[config.mk]
export PLATFORM = sky130hd
export DESIGN_NAME = pwr_seq_flat
export DESIGN_NICKNAME = d
export VERILOG_FILES = /design/src/rtl/pwr_seq_if.sv /design/src/rtl/pwr_seq.sv /design/src/flat_wrapper.sv
export SDC_FILE = /design/constraint.sdc
export NUM_CORES = 1
export LEC_CHECK = 0
export CAP_MARGIN = 10
export CORE_UTILIZATION = 50
export CTS_CLUSTER_DIAMETER = 200
export DETAILED_ROUTE_END_ITERATION = 10
export GPL_TIMING_DRIVEN = 0
export MAX_ROUTING_LAYER = met4
export PLACE_DENSITY = 0.67
export SYNTH_ARGS = -nofsm -noshare
export SYNTH_HDL_FRONTEND = slang
export SYNTH_SLANG_ARGS = --single-unit
[constraint.sdc]
create_clock -name clk -period 2.8 [get_ports clk]
set_clock_uncertainty 0.1 [all_clocks]
set_input_delay 0.28 -clock clk [delete_from_list [all_inputs] [get_ports clk]]
set_output_delay 0.28 -clock clk [all_outputs]
set_load 0.1 [all_outputs]
[src/rtl/pwr_seq_if.sv]
`default_nettype none
// ============================================================================
// Module      : pwr_seq_if
// Description : Request/status bundle between the panel power sequencer and
//               its controller.
//               Requests (to sequencer) : on_req, off_req, fault_clr (1-cycle
//                                         pulses), fault (asynchronous level).
//               Status (from sequencer) : en_p14v, en_n14v, en_gvddp,
//                                         en_gvddn, pwr_ready, busy,
//                                         fault_sts, dis_lock.
//               slave modport  = sequencer side
//               master modport = controller side
// Revision    : 1.0 - initial release
// ============================================================================
interface pwr_seq_if;
  logic on_req;
  logic off_req;
  logic fault;
  logic fault_clr;
  logic en_p14v;
  logic en_n14v;
  logic en_gvddp;
  logic en_gvddn;
  logic pwr_ready;
  logic busy;
  logic fault_sts;
  logic dis_lock;

  modport slave (
    input  on_req, off_req, fault, fault_clr,
    output en_p14v, en_n14v, en_gvddp, en_gvddn,
    output pwr_ready, busy, fault_sts, dis_lock
  );

  modport master (
    output on_req, off_req, fault, fault_clr,
    input  en_p14v, en_n14v, en_gvddp, en_gvddn,
    input  pwr_ready, busy, fault_sts, dis_lock
  );
endinterface
`default_nettype wire

[src/rtl/pwr_seq.sv]
`default_nettype none
// ============================================================================
// Module      : pwr_seq
// Description : Panel power-rail sequencer. Enables p14v -> n14v -> gvddp ->
//               gvddn spaced T = STEP_MS*CNT1MS*CNT1US clocks apart, drops
//               them in reverse order with the same spacing, and latches a
//               regulator fault that kills all rails at once.
//   Ports     : clk   - system clock
//               rst_n - asynchronous reset, active low
//               bus   - pwr_seq_if.slave request/status bundle
// Revision    : 1.0 - initial release
// ============================================================================
module pwr_seq #(
  parameter int CNT1US  = 81,
  parameter int CNT1MS  = 1000,
  parameter int STEP_MS = 10
) (
  input  logic      clk,
  input  logic      rst_n,
  pwr_seq_if.slave  bus
);

  localparam int c_US_W   = (CNT1US  > 1) ? $clog2(CNT1US)  : 1;
  localparam int c_MS_W   = (CNT1MS  > 1) ? $clog2(CNT1MS)  : 1;
  localparam int c_STEP_W = (STEP_MS > 1) ? $clog2(STEP_MS) : 1;

  localparam logic [c_US_W-1:0]   c_US_LAST   = c_US_W'(CNT1US - 1);
  localparam logic [c_MS_W-1:0]   c_MS_LAST   = c_MS_W'(CNT1MS - 1);
  localparam logic [c_STEP_W-1:0] c_STEP_LAST = c_STEP_W'(STEP_MS - 1);

  // DNk keeps rails 1..k-1 on while waiting to drop rail k-1.
  typedef enum logic [3:0] {
    S_OFF   = 4'd0,
    S_UP1   = 4'd1,
    S_UP2   = 4'd2,
    S_UP3   = 4'd3,
    S_UP4   = 4'd4,
    S_READY = 4'd5,
    S_DN4   = 4'd6,
    S_DN3   = 4'd7,
    S_DN2   = 4'd8,
    S_DN1   = 4'd9,
    S_FAULT = 4'd10
  } state_t;

  state_t               r_state;
  state_t               w_state_next;
  logic                 r_fault_meta;
  logic                 r_fault_s;
  logic [c_US_W-1:0]    r_us;
  logic [c_MS_W-1:0]    r_ms;
  logic [c_STEP_W-1:0]  r_step;
  logic                 w_us_last;
  logic                 w_ms_last;
  logic                 w_step_done;

  // Rail enables: bit0 p14v, bit1 n14v, bit2 gvddp, bit3 gvddn.
  logic [3:0]           r_rails;
  logic                 r_ready;
  logic                 r_busy;
  logic                 r_fault_sts;
  logic                 r_dis_lock;
  logic [3:0]           w_rails;
  logic                 w_ready;
  logic                 w_busy;
  logic                 w_fault_sts;

  assign w_us_last   = (r_us == c_US_LAST);
  assign w_ms_last   = (r_ms == c_MS_LAST);
  // Timer counts 0..T-1 from the entry edge, so the transition lands exactly
  // T edges after entry.
  assign w_step_done = w_us_last && w_ms_last && (r_step == c_STEP_LAST);

  always_comb begin
    w_state_next = r_state;
    w_rails      = 4'b0000;
    w_ready      = 1'b0;
    w_busy       = 1'b0;
    w_fault_sts  = 1'b0;

    if (r_fault_s) begin
      w_state_next = S_FAULT;
    end else begin
      case (r_state)
        S_OFF:   if (!bus.off_req && bus.on_req) w_state_next = S_UP1;
        S_UP1:   if (bus.off_req) w_state_next = S_OFF;
                 else if (w_step_done) w_state_next = S_UP2;
        S_UP2:   if (bus.off_req) w_state_next = S_DN2;
                 else if (w_step_done) w_state_next = S_UP3;
        S_UP3:   if (bus.off_req) w_state_next = S_DN3;
                 else if (w_step_done) w_state_next = S_UP4;
        S_UP4:   if (bus.off_req) w_state_next = S_DN4;
                 else if (w_step_done) w_state_next = S_READY;
        S_READY: if (bus.off_req) w_state_next = S_DN4;
        S_DN4:   if (w_step_done) w_state_next = S_DN3;
        S_DN3:   if (w_step_done) w_state_next = S_DN2;
        S_DN2:   if (w_step_done) w_state_next = S_OFF;
        S_DN1:   if (w_step_done) w_state_next = S_OFF;
        S_FAULT: if (bus.fault_clr) w_state_next = S_OFF;
        default: w_state_next = S_OFF;
      endcase
    end

    // Outputs are decoded from the next state and registered, so they
    // change on the same edge as the state.
    case (w_state_next)
      S_UP1:   begin w_rails = 4'b0001; w_busy = 1'b1; end
      S_UP2:   begin w_rails = 4'b0011; w_busy = 1'b1; end
      S_UP3:   begin w_rails = 4'b0111; w_busy = 1'b1; end
      S_UP4:   begin w_rails = 4'b1111; w_busy = 1'b1; end
      S_READY: begin w_rails = 4'b1111; w_ready = 1'b1; end
      S_DN4:   begin w_rails = 4'b0111; w_busy = 1'b1; end
      S_DN3:   begin w_rails = 4'b0011; w_busy = 1'b1; end
      S_DN2:   begin w_rails = 4'b0001; w_busy = 1'b1; end
      S_DN1:   begin w_rails = 4'b0000; w_busy = 1'b1; end
      S_FAULT: w_fault_sts = 1'b1;
      default: ;
    endcase
  end

  always_ff @(posedge clk or negedge rst_n) begin
    if (!rst_n) begin
      r_state      <= S_OFF;
      r_fault_meta <= 1'b0;
      r_fault_s    <= 1'b0;
      r_us         <= '0;
      r_ms         <= '0;
      r_step       <= '0;
      r_rails      <= 4'b0000;
      r_ready      <= 1'b0;
      r_busy       <= 1'b0;
      r_fault_sts  <= 1'b0;
      r_dis_lock   <= 1'b0;
    end else begin
      r_fault_meta <= bus.fault;
      r_fault_s    <= r_fault_meta;
      r_state      <= w_state_next;
      r_rails      <= w_rails;
      r_ready      <= w_ready;
      r_busy       <= w_busy;
      r_fault_sts  <= w_fault_sts;
      r_dis_lock   <= w_busy | w_fault_sts;

      if (w_state_next != r_state) begin
        r_us   <= '0;
        r_ms   <= '0;
        r_step <= '0;
      end else if (w_us_last) begin
        r_us <= '0;
        if (w_ms_last) begin
          r_ms   <= '0;
          r_step <= (r_step == c_STEP_LAST) ? '0 : r_step + c_STEP_W'(1);
        end else begin
          r_ms <= r_ms + c_MS_W'(1);
        end
      end else begin
        r_us <= r_us + c_US_W'(1);
      end
    end
  end

  assign bus.en_p14v   = r_rails[0];
  assign bus.en_n14v   = r_rails[1];
  assign bus.en_gvddp  = r_rails[2];
  assign bus.en_gvddn  = r_rails[3];
  assign bus.pwr_ready = r_ready;
  assign bus.busy      = r_busy;
  assign bus.fault_sts = r_fault_sts;
  assign bus.dis_lock  = r_dis_lock;

endmodule
`default_nettype wire
[src/flat_wrapper.sv]
// flat-port wrapper written by rule: the top's interface ports become plain ports
module pwr_seq_flat 
#(
  parameter int CNT1US  = 81,
  parameter int CNT1MS  = 1000,
  parameter int STEP_MS = 10
)
  (clk, rst_n, bus_on_req, bus_off_req, bus_fault, bus_fault_clr, bus_en_p14v, bus_en_n14v, bus_en_gvddp, bus_en_gvddn, bus_pwr_ready, bus_busy, bus_fault_sts, bus_dis_lock);
  pwr_seq_if bus_i ();
  input  logic clk;
  input  logic rst_n;
  input wire logic [$bits(bus_i.on_req)-1:0] bus_on_req;
  input wire logic [$bits(bus_i.off_req)-1:0] bus_off_req;
  input wire logic [$bits(bus_i.fault)-1:0] bus_fault;
  input wire logic [$bits(bus_i.fault_clr)-1:0] bus_fault_clr;
  output wire logic [$bits(bus_i.en_p14v)-1:0] bus_en_p14v;
  output wire logic [$bits(bus_i.en_n14v)-1:0] bus_en_n14v;
  output wire logic [$bits(bus_i.en_gvddp)-1:0] bus_en_gvddp;
  output wire logic [$bits(bus_i.en_gvddn)-1:0] bus_en_gvddn;
  output wire logic [$bits(bus_i.pwr_ready)-1:0] bus_pwr_ready;
  output wire logic [$bits(bus_i.busy)-1:0] bus_busy;
  output wire logic [$bits(bus_i.fault_sts)-1:0] bus_fault_sts;
  output wire logic [$bits(bus_i.dis_lock)-1:0] bus_dis_lock;
  assign bus_i.on_req = bus_on_req;
  assign bus_i.off_req = bus_off_req;
  assign bus_i.fault = bus_fault;
  assign bus_i.fault_clr = bus_fault_clr;
  assign bus_en_p14v = bus_i.en_p14v;
  assign bus_en_n14v = bus_i.en_n14v;
  assign bus_en_gvddp = bus_i.en_gvddp;
  assign bus_en_gvddn = bus_i.en_gvddn;
  assign bus_pwr_ready = bus_i.pwr_ready;
  assign bus_busy = bus_i.busy;
  assign bus_fault_sts = bus_i.fault_sts;
  assign bus_dis_lock = bus_i.dis_lock;
  pwr_seq #(.CNT1US(CNT1US), .CNT1MS(CNT1MS), .STEP_MS(STEP_MS)) u_core (.clk(clk), .rst_n(rst_n), .bus(bus_i));
endmodule
Yosys cells after proc, flatten, opt, wreduce, memory -nomap -nowiden
Index checks and enable logic that the tools add are counted.
Storage, ports and cells
  bits of input ports: 6
  logic and storage cells: 82
  output and inout bits: 8
  flip-flop bits (word level): 35
Operators by class
  $add $sub $neg: 3
  muxes and demuxes: 29
  reduce and logical (&&, ||, !) cells: 14
  equal/unequal tests: 24
  bitwise logic cells: 1
Operator list (number)
  two-way mux 4 bit: 19
  one-hot mux 4 bit (10 select lines): 1
  equality test 4 x 3 -> 1 bit (second input constant): 8
  two-way mux 10 bit: 3
  equality test 4 bit (second input constant): 7
  equality test 4 x 2 -> 1 bit (second input constant): 4
  one-hot mux 4 bit (4 select lines): 1
  two-way mux 7 bit: 2
  adder 10 x 1 -> 10 bit (second input constant): 1
  equality test 10 bit (second input constant): 1
  OR reduction 2 bit: 5
  equality test 4 x 1 -> 1 bit (second input constant): 2
  OR reduction 8 bit: 1
  adder 7 x 1 -> 7 bit (second input constant): 1
  equality test 7 bit (second input constant): 1
  adder 4 x 1 -> 4 bit (second input constant): 1
  zero test 4 bit: 1
  != test 4 bit: 1
  nonzero test 2 bit: 2
  logical AND 1 bit: 3
  two-way mux 1 bit: 3
  AND reduction 2 bit: 1
  zero test 1 bit: 1
  bitwise OR 1 bit: 1

Longest topological paths before layout
Gate-level depths: netlist of run 1.
  depth in word-level cells: 11
  gate-level depth with buffers: 10
  mapped depth without buffers: 9

Worst setup path after synthesis of run 1
OpenSTA, ideal clock, no wires.
  path type: register -> register
  start: reg u_core.r_us[0]
  end: reg u_core.r_ms[4]
  slack: 0.309 ns
  data required time: 2.605 ns
  library setup time: 0.095 ns
  clock period less this slack: 2.491 ns
  path buffers: 0
  arrival time: 2.295 ns
  cell stages (with the launch flop): 9
  cells stage by stage: dfrtp_1 -> inv_1 -> ha_1 -> and4bb_2 -> nand2_1 -> or4_1 -> a41oi_2 -> o22ai_2 -> nor4b_2
Between the ends
  longest elaborated chain between the ends: 9
  elaborated cells on any way between the ends: 19
  those cells by class: eq/ne: 2; mux: 14; reduce/logical: 3
Ends and longest elaborated chain
  start, declared: line pwr_seq.sv:50  | logic [c_US_W-1:0] r_us;
  start signal, assigned: line pwr_seq.sv:157  | r_us <= r_us + c_US_W'(1);
  equality test 7 bit (*): line pwr_seq.sv:68  | assign w_us_last = (r_us == c_US_LAST);
  logical AND 1 bit (2 in series): line pwr_seq.sv:72  | assign w_step_done = w_us_last && w_ms_last && (r_step == c_STEP_LAST);
  two-way mux 4 bit (on tied branches) (2 in series)
  one-hot mux 4 bit (10 select lines): line pwr_seq.sv:84  | case (r_state)
  two-way mux 4 bit: line pwr_seq.sv:81  | if (r_fault_s) begin
  != test 4 bit: line pwr_seq.sv:144  | if (w_state_next != r_state) begin
  two-way mux 10 bit or nonzero test 2 bit (tied branches)
  end signal, assigned: line pwr_seq.sv:154  | r_ms <= r_ms + c_MS_W'(1);
  end, declared: line pwr_seq.sv:51  | logic [c_MS_W-1:0] r_ms;
Every way passes the cells marked *; elsewhere a longest branch is shown, timed or not.
A chain may end at the register's enable or synchronous reset.

Final worst setup path of run 1
  start: reg u_core.r_us[0]
  end: reg u_core.r_ms[8]
Same word-level chain as after synthesis.

==> report_table.html, run 1 <==
<table>
<tr><th>Metric</th><th>Value</th></tr>
<tr><th colspan="2">Final layout</th></tr>
<tr><td>Commonest cells after routing, fill and taps aside</td><td>35 x sky130_fd_sc_hd__dfrtp_1, 16 x sky130_fd_sc_hd__nand2_1, 15 x sky130_fd_sc_hd__nor2_1, 15 x sky130_fd_sc_hd__o21ai_0, 13 x sky130_fd_sc_hd__buf_4</td></tr>
<tr><td>Inserted Diodes</td><td>0</td></tr>
<tr><td>Fraction of layout instances using a drive strength above 1</td><td>0.239</td></tr>
<tr><td>Fill cells</td><td>around 380</td></tr>
<tr><td>Post-Route Utilization</td><td>0.651</td></tr>
<tr><td>Layout overhead on the synthesized area</td><td>21.8%</td></tr>
<tr><td>Final #Nets</td><td>294</td></tr>
<tr><td>Area of all placed cells without fillers</td><td>slightly below 3000 sq um</td></tr>
<tr><td>Combined area of the multi-input logic cells</td><td>~1500 sq um</td></tr>
<tr><td>FF+latch area</td><td>876 sq um</td></tr>
<tr><td>Commonest non-fill, non-tap cell in the layout</td><td>sky130_fd_sc_hd__dfrtp_1</td></tr>
<tr><th colspan="2">Critical path</th></tr>
<tr><td>Largest incremental delay on the critical path</td><td>approximately 540 ps</td></tr>
<tr><td>Launching point of the worst reg2reg path</td><td>u_core.r_us[0]$_DFF_PN0_</td></tr>
<tr><td>Delay-heaviest family, CP</td><td>simple AND/OR/NAND/NOR gates</td></tr>
<tr><td>Buffer and inverter count on the worst path</td><td>2</td></tr>
<tr><td>Critical path data required time</td><td>between 2000 and 3000 ps</td></tr>
<tr><td>Slowest cell on crit path</td><td>sky130_fd_sc_hd__or4_4</td></tr>
<tr><td>Worst path arrival time</td><td>2760 ps</td></tr>
<tr><td>Critical path launch point type</td><td>register</td></tr>
<tr><td>Worst setup path startpoint</td><td>u_core.r_us[0]$_DFF_PN0_</td></tr>
<tr><td>Setup CP Type</td><td>register to register</td></tr>
<tr><td>Kind of capture point of the worst setup path</td><td>register</td></tr>
<tr><td>Crit-path cells</td><td>inv_1 &gt; ha_1 &gt; and4bb_2 &gt; nand2_1 &gt; or4_4 &gt; a41oi_4 &gt; buf_4 &gt; nor2_4 &gt; nor4_4</td></tr>
<tr><td>Critical path peak fanout</td><td>9</td></tr>
<tr><th colspan="2">Floorplan</th></tr>
<tr><td>Die area</td><td>5070 sq um</td></tr>
<tr><td>Starting utilization of the core area</td><td>0.535</td></tr>
<tr><td>Die Span Y</td><td>71.2 um</td></tr>
<tr><td>I/O pin total</td><td>14</td></tr>
<tr><td>FP Rows</td><td>24</td></tr>
<tr><td>Die width</td><td>between 70 and 80 um</td></tr>
<tr><td>Area of the core</td><td>approximately 4500 sq um</td></tr>
<tr><th colspan="2">Yosys</th></tr>
<tr><td>Sequential share of the synthesized area</td><td>0.366</td></tr>
<tr><td>Post-Synthesis Cell Area</td><td>around 2400 sq um</td></tr>
<tr><td>Post-synth top flop</td><td>sky130_fd_sc_hd__dfrtp_1</td></tr>
<tr><td>YS warnings</td><td>0</td></tr>
<tr><td>Cell count after synthesis</td><td>approximately 250</td></tr>
<tr><td>Syn Area/Cell</td><td>between 9 and 10 sq um</td></tr>
<tr><td>#FFs+latches synth</td><td>35</td></tr>
<tr><td>Post-Syn Nets</td><td>approximately 260</td></tr>
<tr><td>Number of enable-type register cells in the synthesized netlist</td><td>0</td></tr>
<tr><td>Fraction of synthesis flops using an asynchronous set or reset pin</td><td>1.00</td></tr>
<tr><td>Number of unique standard cell types used by synthesis</td><td>62</td></tr>
<tr><th colspan="2">CTS</th></tr>
<tr><td>Total number of clock tree sinks</td><td>35</td></tr>
<tr><td>Worst skew pair latency</td><td>just under 300 ps</td></tr>
<tr><td>Clock slew at the register clock pins of the worst setup and hold paths</td><td>about 70 ps</td></tr>
<tr><td>H-tree level count</td><td>2</td></tr>
<tr><td>Clock root buffer</td><td>sky130_fd_sc_hd__clkbuf_8</td></tr>
<tr><td>Maximum buffer depth of the clock tree</td><td>2</td></tr>
<tr><td>Number of buffers added by the clock tree synthesis step</td><td>5</td></tr>
<tr><td>TritonCTS clock tree</td><td>yes</td></tr>
<tr><th colspan="2">Route</th></tr>
<tr><td>Via density</td><td>~6.2</td></tr>
<tr><td>DRC violations left</td><td>0</td></tr>
<tr><td>Initial DRT Pass Iterations</td><td>6</td></tr>
<tr><td>Routed via count</td><td>2075</td></tr>
<tr><td>Final wirelength</td><td>5870 um</td></tr>
<tr><td>ANT nets after route</td><td>0</td></tr>
<tr><td>DR iter-0 viols</td><td>roughly 160</td></tr>
<tr><td>Wirelength per Cell</td><td>17.5 um</td></tr>
<tr><th colspan="2">Power</th></tr>
<tr><td>Part of the total power dissipated in combinational logic</td><td>0.234</td></tr>
<tr><td>Pwr Total</td><td>~1.3 mW</td></tr>
<tr><td>Max IR drop VDD</td><td>roughly 0.35 mV</td></tr>
<tr><td>Sequential group share of total power</td><td>0.411</td></tr>
<tr><td>Total leakage power</td><td>around 1.2 nW</td></tr>
<tr><td>Clock network power share</td><td>0.355</td></tr>
<tr><td>Internal power summed over all cells</td><td>between 0.8 and 0.9 mW</td></tr>
<tr><td>Switching power share of the total</td><td>0.321</td></tr>
<tr><td>PD cells</td><td>around 450 nW/um^2</td></tr>
<tr><td>Psw</td><td>about 0.42 mW</td></tr>
<tr><th colspan="2">STA</th></tr>
<tr><td>Slew at the pin closest to its max-slew limit</td><td>979 ps</td></tr>
<tr><td>Number of endpoints failing setup at the final stage</td><td>0</td></tr>
<tr><td>Slew Viols, Final</td><td>0</td></tr>
<tr><td>Worst slew margin</td><td>0.345</td></tr>
<tr><td>Final worst path period share</td><td>0.952</td></tr>
<tr><td>Tmin final</td><td>between 2000 and 3000 ps</td></tr>
<tr><td>Fmax</td><td>around 380 MHz</td></tr>
<tr><td>Hold violation total from the final report</td><td>0</td></tr>
<tr><th colspan="2">Worst hold path</th></tr>
<tr><td>Class of the tightest hold or removal check</td><td>register to register</td></tr>
<tr><td>Hold Startpoint</td><td>u_core.r_fault_meta$_DFF_PN0_</td></tr>
<tr><th colspan="2">GRT</th></tr>
<tr><td>Leftover overflow at the end of global routing</td><td>0</td></tr>
<tr><td>Number of global-route vias before repair</td><td>roughly 1900</td></tr>
<tr><td>First-pass GRT wire length</td><td>~9500 um</td></tr>
<tr><td>Initial antenna violation count</td><td>0</td></tr>
<tr><td>Largest net degree at the start of global routing</td><td>36</td></tr>
<tr><td>Global routing usage summed across all routing layers</td><td>0.249</td></tr>
<tr><th colspan="2">Run status</th></tr>
<tr><td>Status</td><td>finished clean</td></tr>
<tr><th colspan="2">Place</th></tr>
<tr><td>Post-detailed-placement half-perimeter wirelength</td><td>between 3000 and 4000 um</td></tr>
<tr><td>Number of port buffers</td><td>12</td></tr>
<tr><td>Post-DP Area</td><td>2570 sq um</td></tr>
<tr><td>RD Place Congestion</td><td>approximately 0.9</td></tr>
<tr><th colspan="2">Run</th></tr>
<tr><td>Number of maximum-capacitance violations</td><td>0</td></tr>
</table>
-- through the flow --
step	hold WS (ps)	cells	worst slack (ps)	setup TNS, ps
2_1_floorplan	-116	251	309	0
3_3_place_gp	235	315	-122	-1290
3_5_place_dp	237	315	-141	-1400
4_1_cts	255	326	24.9	0
5_1_grt	259	336	-5.72	-5.72
6_report	252	336	136	0
-- worst reg2reg max path: cells and delay by family (launching register included) --
family	cells	cell delay, ps
buffers and inverters	2	270
flip-flops	1	420
AND/OR/NAND/NOR	5	1330
adder cells (fa/ha/maj)	1	190
AO/OA/AOI/OAI	1	250
-- metal layers --
layer  vias to the layer above  part of all wire  track usage
li1                       1010                 -            -
met1                      1000              0.51        0.358
met2                        56              0.44        0.361
met3                         9             0.035       0.0442
met4                         0             0.018       0.0733
met5                         -                 0            -
-- sequential cells by signal (all words and copies together), names as in the netlist --
signal                cells
u_core.bus.busy           1
u_core.bus.dis_lock       1
u_core.bus.fault_sts      1
u_core.bus.pwr_ready      1
u_core.r_fault_meta       1
u_core.r_fault_s          1
u_core.r_ms              10
u_core.r_rails            4
u_core.r_state            4
u_core.r_step             4
u_core.r_us               7
-- timing repair --
item	CTS	global route
gates resized for setup	3	24
buffers inserted	2	10
pin swaps	2	7
endpoints found under the hold margin	1	0
endpoints found under the setup margin	16	24
hold buffers	1	0
-- synth_stat cells (3+ instances only) --
| cell type | count | area, sq um |
|---|---|---|
| sky130_fd_sc_hd__a211oi_1 | 3 | 22.5 |
| sky130_fd_sc_hd__a21o_1 | 3 | 22.5 |
| sky130_fd_sc_hd__a21oi_1 | 9 | 45.0 |
| sky130_fd_sc_hd__a31oi_1 | 4 | 25.0 |
| sky130_fd_sc_hd__and2_1 | 3 | 18.8 |
| sky130_fd_sc_hd__buf_2 | 10 | 50.1 |
| sky130_fd_sc_hd__clkbuf_1 | 3 | 11.3 |
| sky130_fd_sc_hd__dfrtp_1 | 35 | 876 |
| sky130_fd_sc_hd__ha_1 | 5 | 62.6 |
| sky130_fd_sc_hd__inv_1 | 10 | 37.5 |
| sky130_fd_sc_hd__nand2_1 | 16 | 60.1 |
| sky130_fd_sc_hd__nand2b_1 | 3 | 18.8 |
| sky130_fd_sc_hd__nand3_1 | 8 | 40.0 |
| sky130_fd_sc_hd__nand3b_1 | 3 | 22.5 |
| sky130_fd_sc_hd__nand4_1 | 3 | 18.8 |
| sky130_fd_sc_hd__nor2_1 | 16 | 60.1 |
| sky130_fd_sc_hd__nor3_1 | 11 | 55.1 |
| sky130_fd_sc_hd__nor4_1 | 12 | 75.1 |
| sky130_fd_sc_hd__nor4_2 | 4 | 50.1 |
| sky130_fd_sc_hd__o21a_1 | 5 | 37.5 |
| sky130_fd_sc_hd__o21ai_0 | 16 | 80.1 |
| sky130_fd_sc_hd__o221ai_1 | 6 | 52.6 |
| sky130_fd_sc_hd__or3_1 | 3 | 18.8 |
| sky130_fd_sc_hd__xnor2_1 | 7 | 61.3 |
| sky130_fd_sc_hd__xor2_1 | 6 | 52.6 |
-- power groups by stage --
stage	Sequential [mW]	Clock (mW)	Combinational [mW]
after global routing	0.537	0.489	0.326
after global placement	0.545	0	0.265
after detailed placement	0.545	0	0.263
after CTS	0.535	0.469	0.275
after floorplan	0.614	0	0.120
final	0.535	0.462	0.304
-- layout make-up --
cell class                 instances  share of cell area
tap                               52              0.0223
inverter                          10              0.0129
clock buffer                       5              0.0236
clock inverter                     3              0.0150
sequential                        35               0.301
buffer                            14              0.0288
multi-input combinational        192               0.523
timing repair buffer              25              0.0739
-- cells by family (layout without fill, tap and decap cells) --
| family | after synthesis | in the layout | share of synthesized area |
|---|---|---|---|
| buffers and inverters | 24 | 57 | 0.0460 |
| xor gates and xnor gates | 13 | 13 | 0.0476 |
| DFF | 35 | 35 | 0.366 |
| adders and majority gates | 5 | 5 | 0.0262 |
| AOI/OAI and AO/OA | 61 | 61 | 0.191 |
| muxes | 3 | 3 | 0.0131 |
| and+or+nand+nor | 110 | 110 | 0.310 |
-- final timing paths --
check	endpoint	slack [ps]	cells after the start
worst max register to register	u_core.r_ms[8]$_DFFE_PN0P_	140	9
worst min-delay path	u_core.r_fault_s$_DFF_PN0_	250	0
worst max-delay path	u_core.r_ms[8]$_DFFE_PN0P_	140	9
worst min register to register	u_core.r_fault_s$_DFF_PN0_	250	0
max in group asynchronous	u_core.r_us[6]$_DFF_PN0_	1570	2
min in group asynchronous	u_core.r_us[2]$_DFF_PN0_	520	2
Power figures use the tool's default switching activity.
==> inputs of run 2 (changes only) <==
==> constraint.sdc (replaced) <==
create_clock -name clk -period 3.1 [get_ports clk]
set_clock_uncertainty 0.1 [all_clocks]
set_input_delay 0.31 -clock clk [delete_from_list [all_inputs] [get_ports clk]]
set_output_delay 0.31 -clock clk [all_outputs]
set_load 0.1 [all_outputs]
==> run 2 against run 1 <==
Effect of this change:
- the run now ends with design-rule violations left
- non-clock buffer count is 11 lower
- power is 12% lower
- via count fell by 1.6%
- cell count decreased by 3.3%
- combinational power fell by 19%
- sequential share of layout area rose by 2.2 points
- wire length is 3.8% lower
==> report_table.html, run 2 (same netlist as run 1, synthesis figures left out) <==
<table>
<tr><th>Metric</th><th>Value</th></tr>
<tr><th colspan="2">Run status</th></tr>
<tr><td>Status</td><td>complete, but fails checks</td></tr>
<tr><td>Failing checks</td><td>design-rule violations</td></tr>
<tr><th colspan="2">GRT</th></tr>
<tr><td>Initial antenna violation count</td><td>0 (unchanged)</td></tr>
<tr><td>Leftover overflow at the end of global routing</td><td>0 (unchanged)</td></tr>
<tr><td>Number of global-route vias before repair</td><td>1901 (-0.63%)</td></tr>
<tr><td>First-pass GRT wire length</td><td>9440 um (-0.29%)</td></tr>
<tr><td>Global routing usage summed across all routing layers</td><td>0.249 (-0.000314)</td></tr>
<tr><td>Largest net degree at the start of global routing</td><td>36 (unchanged)</td></tr>
<tr><th colspan="2">Final layout</th></tr>
<tr><td>Fraction of layout instances using a drive strength above 1</td><td>0.168 (-0.0709)</td></tr>
<tr><td>Layout overhead on the synthesized area</td><td>13.4%</td></tr>
<tr><td>Max reg flops</td><td>10 (unchanged)</td></tr>
<tr><td>Fill cells</td><td>400 (+5.0%)</td></tr>
<tr><td>Final #Nets</td><td>283 (-3.7%)</td></tr>
<tr><td>Largest registers</td><td>u_core.r_ms x10, u_core.r_us x7</td></tr>
<tr><td>Inserted Diodes</td><td>0 (unchanged)</td></tr>
<tr><td>Commonest non-fill, non-tap cell in the layout</td><td>sky130_fd_sc_hd__dfrtp_1</td></tr>
<tr><td>Largest reg by FF count</td><td>u_core.r_ms</td></tr>
<tr><td>Area of all placed cells without fillers</td><td>2710 sq um (-6.9%)</td></tr>
<tr><td>Commonest cells after routing, fill and taps aside</td><td>35 x sky130_fd_sc_hd__dfrtp_1, 16 x sky130_fd_sc_hd__nor2_1, 16 x sky130_fd_sc_hd__nand2_1, 16 x sky130_fd_sc_hd__o21ai_0, 12 x sky130_fd_sc_hd__nor4_1</td></tr>
<tr><td>Post-Route Utilization</td><td>0.606 (-0.0447)</td></tr>
<tr><th colspan="2">Critical path</th></tr>
<tr><td>Critical path data required time</td><td>3200 ps (+300 ps)</td></tr>
<tr><td>Buffer and inverter count on the worst path</td><td>1 (-1)</td></tr>
<tr><td>Worst-case register-to-register setup slack</td><td>280 ps (+140 ps)</td></tr>
<tr><td>Slowest cell on crit path</td><td>sky130_fd_sc_hd__or4_1</td></tr>
<tr><td>Worst path arrival time</td><td>2920 ps (+160 ps)</td></tr>
<tr><td>Largest incremental delay on the critical path</td><td>590 ps (+50 ps)</td></tr>
<tr><td>Setup CP Type</td><td>register to register</td></tr>
<tr><td>Delay-heaviest family, CP</td><td>simple AND/OR/NAND/NOR gates</td></tr>
<tr><td>Kind of capture point of the worst setup path</td><td>register</td></tr>
<tr><td>Launching point of the worst reg2reg path</td><td>u_core.r_us[0]$_DFF_PN0_</td></tr>
<tr><td>Critical path launch point type</td><td>register</td></tr>
<tr><td>Cell depth of the worst flop-to-flop path</td><td>8 (-1)</td></tr>
<tr><td>Crit-path cells</td><td>inv_1 &gt; ha_1 &gt; and4bb_2 &gt; nand2_1 &gt; or4_1 &gt; a41oi_4 &gt; o22ai_2 &gt; nor4_2</td></tr>
<tr><td>Capture instance of the worst register-to-register path</td><td>u_core.r_step[1]$_DFFE_PN0P_</td></tr>
<tr><td>Critical path peak fanout</td><td>8 (-1)</td></tr>
<tr><th colspan="2">STA</th></tr>
<tr><td>Final worst path period share</td><td>0.910 (-0.0417)</td></tr>
<tr><td>RSZ-0062 raised after global routing</td><td>no</td></tr>
<tr><td>Fmax</td><td>355 MHz (-5.5%)</td></tr>
<tr><td>Worst slew margin</td><td>0.347 (+0.00175)</td></tr>
<tr><td>Number of endpoints failing setup at the final stage</td><td>0 (unchanged)</td></tr>
<tr><td>Hold violation total from the final report</td><td>0 (unchanged)</td></tr>
<tr><td>Tmin final</td><td>2820 ps (+156 ps)</td></tr>
<tr><td>Slew Viols, Final</td><td>0 (unchanged)</td></tr>
<tr><td>Slew at the pin closest to its max-slew limit</td><td>976 ps (-2.61 ps)</td></tr>
<tr><td>Setup TNS after final layout</td><td>0 ps (unchanged)</td></tr>
<tr><th colspan="2">Worst hold path</th></tr>
<tr><td>Class of the tightest hold or removal check</td><td>input port to asynchronous set/reset pin</td></tr>
<tr><th colspan="2">Place</th></tr>
<tr><td>Number of port buffers</td><td>12 (unchanged)</td></tr>
<tr><td>Post-DP Area</td><td>2570 sq um (unchanged)</td></tr>
<tr><td>Post-detailed-placement half-perimeter wirelength</td><td>3900 um (unchanged)</td></tr>
<tr><td>RD Place Congestion</td><td>0.876 (unchanged)</td></tr>
<tr><th colspan="2">Floorplan</th></tr>
<tr><td>Area of the core</td><td>4470 sq um (unchanged)</td></tr>
<tr><td>I/O pin total</td><td>14 (unchanged)</td></tr>
<tr><td>Die Span Y</td><td>71.2 um (unchanged)</td></tr>
<tr><td>Starting utilization of the core area</td><td>0.535 (unchanged)</td></tr>
<tr><td>Die area</td><td>5070 sq um (unchanged)</td></tr>
<tr><td>FP Rows</td><td>24 (unchanged)</td></tr>
<tr><td>Die width</td><td>71.2 um (unchanged)</td></tr>
<tr><th colspan="2">CTS</th></tr>
<tr><td>Number of hold buffers added after cts</td><td>0 (-1)</td></tr>
<tr><td>H-tree level count</td><td>2 (unchanged)</td></tr>
<tr><td>TritonCTS clock tree</td><td>yes</td></tr>
<tr><td>Total number of clock tree sinks</td><td>35 (unchanged)</td></tr>
<tr><td>Maximum buffer depth of the clock tree</td><td>2 (unchanged)</td></tr>
<tr><td>Clock slew at the register clock pins of the worst setup and hold paths</td><td>80 ps (about the same)</td></tr>
<tr><td>Clock root buffer</td><td>sky130_fd_sc_hd__clkbuf_8</td></tr>
<tr><td>Worst skew pair latency</td><td>290 ps (about the same)</td></tr>
<tr><td>Number of buffers added by the clock tree synthesis step</td><td>5 (unchanged)</td></tr>
<tr><th colspan="2">Route</th></tr>
<tr><td>Via density</td><td>6.28 (+1.7%)</td></tr>
<tr><td>ANT nets after route</td><td>0 (unchanged)</td></tr>
<tr><td>Wirelength per Cell</td><td>17.4 um (-0.52%)</td></tr>
<tr><td>DR iter-0 viols</td><td>206 (+26%)</td></tr>
<tr><td>Final wirelength</td><td>5650 um (-3.8%)</td></tr>
<tr><td>DRC violations left</td><td>1 (+1)</td></tr>
<tr><td>Initial DRT Pass Iterations</td><td>8 (+2)</td></tr>
<tr><td>Routed via count</td><td>2041 (-1.6%)</td></tr>
<tr><th colspan="2">Power</th></tr>
<tr><td>PD cells</td><td>422 nW/um^2 (-5.5%)</td></tr>
<tr><td>Max IR drop VDD</td><td>0.318 mV (-8.8%)</td></tr>
<tr><td>Total leakage power</td><td>1.10 nW (-5.7%)</td></tr>
<tr><td>Pwr Total</td><td>1.14 mW (-12%)</td></tr>
<tr><th colspan="2">Run</th></tr>
<tr><td>Number of maximum-capacitance violations</td><td>0 (unchanged)</td></tr>
</table>
==> run 2: cell types whose count changed in the layout (fill, tap and decap cells not counted), sizes merged <==
cell / change
buf: -8
clkbuf: -2
dlygate4sd3: -1
==> run 2: where the power goes <==
group / leakage (nW) / internal (mW) / switching [mW]
logic: 0.572 / 0.0679 / 0.178
registers: 0.466 / 0.474 / 0.00926
clock network: 0.0581 / 0.239 / 0.177
total: 1.10 / 0.781 / 0.364
==> run 2: worst max path at each step <==
stage,startpoint,depth (start not counted),to
3_5_place_dp,u_core.r_ms[0]$_DFFE_PN0P_,8,u_core.r_step[1]$_DFFE_PN0P_
2_1_floorplan,u_core.r_us[0]$_DFF_PN0_,8,u_core.r_ms[4]$_DFFE_PN0P_
3_3_place_gp,u_core.r_ms[0]$_DFFE_PN0P_,8,u_core.r_ms[4]$_DFFE_PN0P_
5_1_grt,u_core.r_us[0]$_DFF_PN0_,9,u_core.r_us[2]$_DFF_PN0_
4_1_cts,u_core.r_us[0]$_DFF_PN0_,8,u_core.r_step[1]$_DFFE_PN0P_
6_report,u_core.r_us[0]$_DFF_PN0_,8,u_core.r_step[1]$_DFFE_PN0P_
==> run 2: routing by layer <==
| metal | GRT usage | wire length [um] | vias up |
|---|---|---|---|
| li1 | - | - | 987 |
| met1 | 0.361 | 2750 | 986 |
| met2 | 0.348 | 2520 | 58 |
| met3 | 0.0442 | 304 | 10 |
| met4 | 0.0911 | 75 | 0 |
| met5 | - | 0 | - |
==> run 2: final cells by class <==
cell class                      count  area (sq um)  area share
Sequential cell                    35           876       0.323
Clock inverter                      3          43.8      0.0161
Tap cell                           52          65.1      0.0240
Inverter                           10          37.5      0.0138
Clock buffer                        5          68.8      0.0254
Timing Repair Buffer               14           130      0.0480
Buffer                             14          73.8      0.0272
Multi-Input combinational cell    192          1420       0.523
==> run 2: repair_timing <==
action,4_1_cts,5_1_grt
buffers inserted,0,2
endpoints found under the setup margin,0,16
gates resized for setup,0,3
==> run 2: metrics by stage <==
step | hold WS, ps | worst slack, ps | cells
2_1_floorplan | -85.6 | 609 | 251
3_3_place_gp | 235 | 178 | 315
3_5_place_dp | 237 | 159 | 315
4_1_cts | 29.5 | 128 | 323
5_1_grt | 66.3 | 57.1 | 325
6_report | 7.14 | 279 | 325
==> inputs of run 3 (changes only) <==
--- a/config.mk
+++ b/config.mk
@@ -6,12 +6,12 @@
 export NUM_CORES = 1
 export LEC_CHECK = 0
 export CAP_MARGIN = 10
-export CORE_UTILIZATION = 50
+export CORE_UTILIZATION = 25
 export CTS_CLUSTER_DIAMETER = 200
 export DETAILED_ROUTE_END_ITERATION = 10
 export GPL_TIMING_DRIVEN = 0
 export MAX_ROUTING_LAYER = met4
-export PLACE_DENSITY = 0.67
+export PLACE_DENSITY = 0.42
 export SYNTH_ARGS = -nofsm -noshare
 export SYNTH_HDL_FRONTEND = slang
 export SYNTH_SLANG_ARGS = --single-unit
==> run 3 against run 2 <==
Effect of this change:
- register-to-register slack about the same
- the run ends with negative hold slack left
- largest cell class unchanged
- critical endpoint unchanged
- cell area grew 2.8%
- hold slack got worse by 9.3 ps
- power decreased by 3.3%
- sequential share of layout area down 0.88 points
==> report_table.html, run 3 (same netlist as run 1, synthesis figures left out) <==
<table>
<tr><th>Metric</th><th>Value</th></tr>
<tr><th colspan="2">Run status</th></tr>
<tr><td>Status</td><td>complete, but fails checks</td></tr>
<tr><td>Failing checks</td><td>negative hold slack</td></tr>
<tr><th colspan="2">Route</th></tr>
<tr><td>Initial DRT Pass Iterations</td><td>4 (-4)</td></tr>
<tr><td>Via density</td><td>5.01 (-20%)</td></tr>
<tr><td>Wirelength per Cell</td><td>15.4 um (-12%)</td></tr>
<tr><td>DR iter-0 viols</td><td>89 (-57%)</td></tr>
<tr><td>ANT nets after route</td><td>0 (unchanged)</td></tr>
<tr><td>Routed via count</td><td>2008 (-1.6%)</td></tr>
<tr><td>DRC violations left</td><td>0 (-1)</td></tr>
<tr><td>Final wirelength</td><td>6160 um (+9.0%)</td></tr>
<tr><th colspan="2">Final layout</th></tr>
<tr><td>Layout overhead on the synthesized area</td><td>16.6%</td></tr>
<tr><td>Largest registers</td><td>u_core.r_ms x10, u_core.r_us x7</td></tr>
<tr><td>Area of all placed cells without fillers</td><td>2790 sq um (+2.8%)</td></tr>
<tr><td>Largest reg by FF count</td><td>u_core.r_ms</td></tr>
<tr><td>Final #Nets</td><td>282 (-0.35%)</td></tr>
<tr><td>Commonest non-fill, non-tap cell in the layout</td><td>sky130_fd_sc_hd__dfrtp_1</td></tr>
<tr><td>Inserted Diodes</td><td>0 (unchanged)</td></tr>
<tr><td>Max reg flops</td><td>10 (unchanged)</td></tr>
<tr><td>Final instance count without filler cells</td><td>401 (+23%)</td></tr>
<tr><td>Fraction of layout instances using a drive strength above 1</td><td>0.165 (-0.00306)</td></tr>
<tr><td>Commonest cells after routing, fill and taps aside</td><td>35 x sky130_fd_sc_hd__dfrtp_1, 16 x sky130_fd_sc_hd__nor2_1, 16 x sky130_fd_sc_hd__nand2_1, 16 x sky130_fd_sc_hd__o21ai_0, 12 x sky130_fd_sc_hd__nor4_1</td></tr>
<tr><th colspan="2">Place</th></tr>
<tr><td>RD Place Congestion</td><td>0.785 (-10%)</td></tr>
<tr><td>Post-detailed-placement half-perimeter wirelength</td><td>4440 um (+14%)</td></tr>
<tr><td>Post-DP Area</td><td>2670 sq um (+3.7%)</td></tr>
<tr><td>Number of port buffers</td><td>12 (unchanged)</td></tr>
<tr><td>Number of placed instances with taps included</td><td>392 (+24%)</td></tr>
<tr><td>Worst-case setup slack after placement</td><td>48.5 ps (-110 ps)</td></tr>
<tr><th colspan="2">Critical path</th></tr>
<tr><td>Critical path peak fanout</td><td>8 (unchanged)</td></tr>
<tr><td>Delay-heaviest family, CP</td><td>simple AND/OR/NAND/NOR gates</td></tr>
<tr><td>Largest incremental delay on the critical path</td><td>580 ps (about the same)</td></tr>
<tr><td>Setup CP Type</td><td>register to register</td></tr>
<tr><td>Crit-path cells</td><td>inv_1 &gt; ha_1 &gt; and4bb_2 &gt; nand2_1 &gt; or4_1 &gt; a41oi_4 &gt; o22ai_2 &gt; nor4_2</td></tr>
<tr><td>Slowest cell on crit path</td><td>sky130_fd_sc_hd__or4_1</td></tr>
<tr><td>Kind of capture point of the worst setup path</td><td>register</td></tr>
<tr><td>Critical path data required time</td><td>3200 ps (about the same)</td></tr>
<tr><td>Worst setup path startpoint</td><td>u_core.r_us[0]$_DFF_PN0_</td></tr>
<tr><td>Critical path launch point type</td><td>register</td></tr>
<tr><td>Buffer and inverter count on the worst path</td><td>1 (unchanged)</td></tr>
<tr><td>Launching point of the worst reg2reg path</td><td>u_core.r_us[0]$_DFF_PN0_</td></tr>
<tr><td>Worst path arrival time</td><td>2930 ps (about the same)</td></tr>
<tr><th colspan="2">STA</th></tr>
<tr><td>Tmin final</td><td>2830 ps (+12.5 ps)</td></tr>
<tr><td>Final worst path period share</td><td>0.914 (+0.00402)</td></tr>
<tr><td>Number of endpoints failing setup at the final stage</td><td>0 (unchanged)</td></tr>
<tr><td>Fmax</td><td>353 MHz (-0.44%)</td></tr>
<tr><td>RSZ-0062 raised after global routing</td><td>no</td></tr>
<tr><td>Worst hold slack after final layout</td><td>-2.14 ps (-9.28 ps)</td></tr>
<tr><td>Slew Viols, Final</td><td>0 (unchanged)</td></tr>
<tr><td>Hold violation total from the final report</td><td>7 (+7)</td></tr>
<tr><td>Worst slew margin</td><td>0.347 (+0.000373)</td></tr>
<tr><td>Worst setup margin</td><td>267 ps (-12.5 ps)</td></tr>
<tr><td>Slew at the pin closest to its max-slew limit</td><td>976 ps (-0.558 ps)</td></tr>
<tr><th colspan="2">Power</th></tr>
<tr><td>Clock network power share</td><td>0.342 (-0.021)</td></tr>
<tr><td>Pwr Total</td><td>1.11 mW (-3.3%)</td></tr>
<tr><td>Internal power summed over all cells</td><td>0.744 mW (-4.8%)</td></tr>
<tr><td>PD cells</td><td>397 nW/um^2 (-5.9%)</td></tr>
<tr><td>Sequential group share of total power</td><td>0.437 (+0.015)</td></tr>
<tr><td>Part of the total power dissipated in combinational logic</td><td>0.221 (+0.006)</td></tr>
<tr><td>Psw</td><td>0.364 mW (about the same)</td></tr>
<tr><td>Max IR drop VDD</td><td>0.153 mV (-52%)</td></tr>
<tr><td>Switching power share of the total</td><td>0.328 (+0.0107)</td></tr>
<tr><td>Total leakage power</td><td>1.08 nW (-1.4%)</td></tr>
<tr><th colspan="2">Worst hold path</th></tr>
<tr><td>Class of the tightest hold or removal check</td><td>input port to asynchronous set/reset pin</td></tr>
<tr><th colspan="2">CTS</th></tr>
<tr><td>Number of hold buffers added after cts</td><td>0 (unchanged)</td></tr>
<tr><td>Total number of clock tree sinks</td><td>35 (unchanged)</td></tr>
<tr><td>Maximum buffer depth of the clock tree</td><td>2 (unchanged)</td></tr>
<tr><td>H-tree level count</td><td>2 (unchanged)</td></tr>
<tr><td>Clock slew at the register clock pins of the worst setup and hold paths</td><td>70 ps (about the same)</td></tr>
<tr><td>Number of buffers added by the clock tree synthesis step</td><td>5 (unchanged)</td></tr>
<tr><td>Clock root buffer</td><td>sky130_fd_sc_hd__clkbuf_8</td></tr>
<tr><td>Worst skew pair latency</td><td>290 ps (about the same)</td></tr>
<tr><td>TritonCTS clock tree</td><td>yes</td></tr>
<tr><th colspan="2">GRT</th></tr>
<tr><td>Number of global-route vias before repair</td><td>1979 (+4.1%)</td></tr>
<tr><td>Largest net degree at the start of global routing</td><td>36 (unchanged)</td></tr>
<tr><td>First-pass GRT wire length</td><td>10300 um (+9.6%)</td></tr>
<tr><td>Initial antenna violation count</td><td>0 (unchanged)</td></tr>
<tr><td>Leftover overflow at the end of global routing</td><td>0 (unchanged)</td></tr>
<tr><td>Global routing usage summed across all routing layers</td><td>0.136 (-0.113)</td></tr>
<tr><th colspan="2">Run</th></tr>
<tr><td>Number of maximum-capacitance violations</td><td>0 (unchanged)</td></tr>
<tr><th colspan="2">Floorplan</th></tr>
<tr><td>Die width</td><td>99.8 um (+40%)</td></tr>
<tr><td>FP Rows</td><td>35 (+46%)</td></tr>
<tr><td>Die area</td><td>9960 sq um (+97%)</td></tr>
<tr><td>Die Span Y</td><td>99.8 um (+40%)</td></tr>
<tr><td>Area of the core</td><td>9240 sq um (+110%)</td></tr>
<tr><td>Starting utilization of the core area</td><td>0.259 (-0.276)</td></tr>
<tr><td>I/O pin total</td><td>14 (unchanged)</td></tr>
</table>
==> run 3: stage by stage <==
step	utilization	TNS, ps
6_report	0.302	0
5_1_grt	0.302	0
3_5_place_dp	0.289	0
2_1_floorplan	-	0
4_1_cts	0.300	0
3_3_place_gp	0.289	-3.19
==> run 3: layout make-up <==
type / count / area, sq um
fillers: 975 / 6450
multi-input cells: 192 / 1420
flip-flops and latches: 35 / 876
well taps: 129 / 161
repair buffers: 13 / 123
clock buffers: 8 / 100
plain buffers: 14 / 73.8
inverters: 10 / 37.5
==> run 3: final timing paths <==
check / endpoint / slack (ps) / cells past startpoint
min in group clk: u_core.r_fault_s$_DFF_PN0_ / 250 / 0
min reg2reg: u_core.r_fault_s$_DFF_PN0_ / 250 / 0
min: u_core.bus.dis_lock$_DFF_PN0_ / -2 / 1
max in group asynchronous: u_core.r_us[0]$_DFF_PN0_ / 2380 / 1
max: u_core.r_step[1]$_DFFE_PN0P_ / 270 / 8
max reg2reg: u_core.r_step[1]$_DFFE_PN0P_ / 270 / 8
==> run 3: power groups by stage <==
stage	combinational (mW)	clock, mW	sequential (mW)
after floorplan	0.109	0	0.555
after global placement	0.244	0	0.493
after detailed placement	0.241	0	0.493
after CTS	0.242	0.387	0.484
after global routing	0.263	0.407	0.486
final	0.245	0.379	0.484
==> run 3: layer usage <==
metal | global-route usage | wire, um | share of wire
met3 | 0.0181 | 122 | 0.020
met4 | 0.0407 | 85 | 0.014
met1 | 0.186 | 3190 | 0.52
met5 | - | 0 | 0
met2 | 0.209 | 2760 | 0.45
==> run 3: what timing repair did <==
item                                    in CTS  in global routing
resized for setup                            0                  4
endpoints found under the setup margin       0                 13
setup buffers                                0                  1
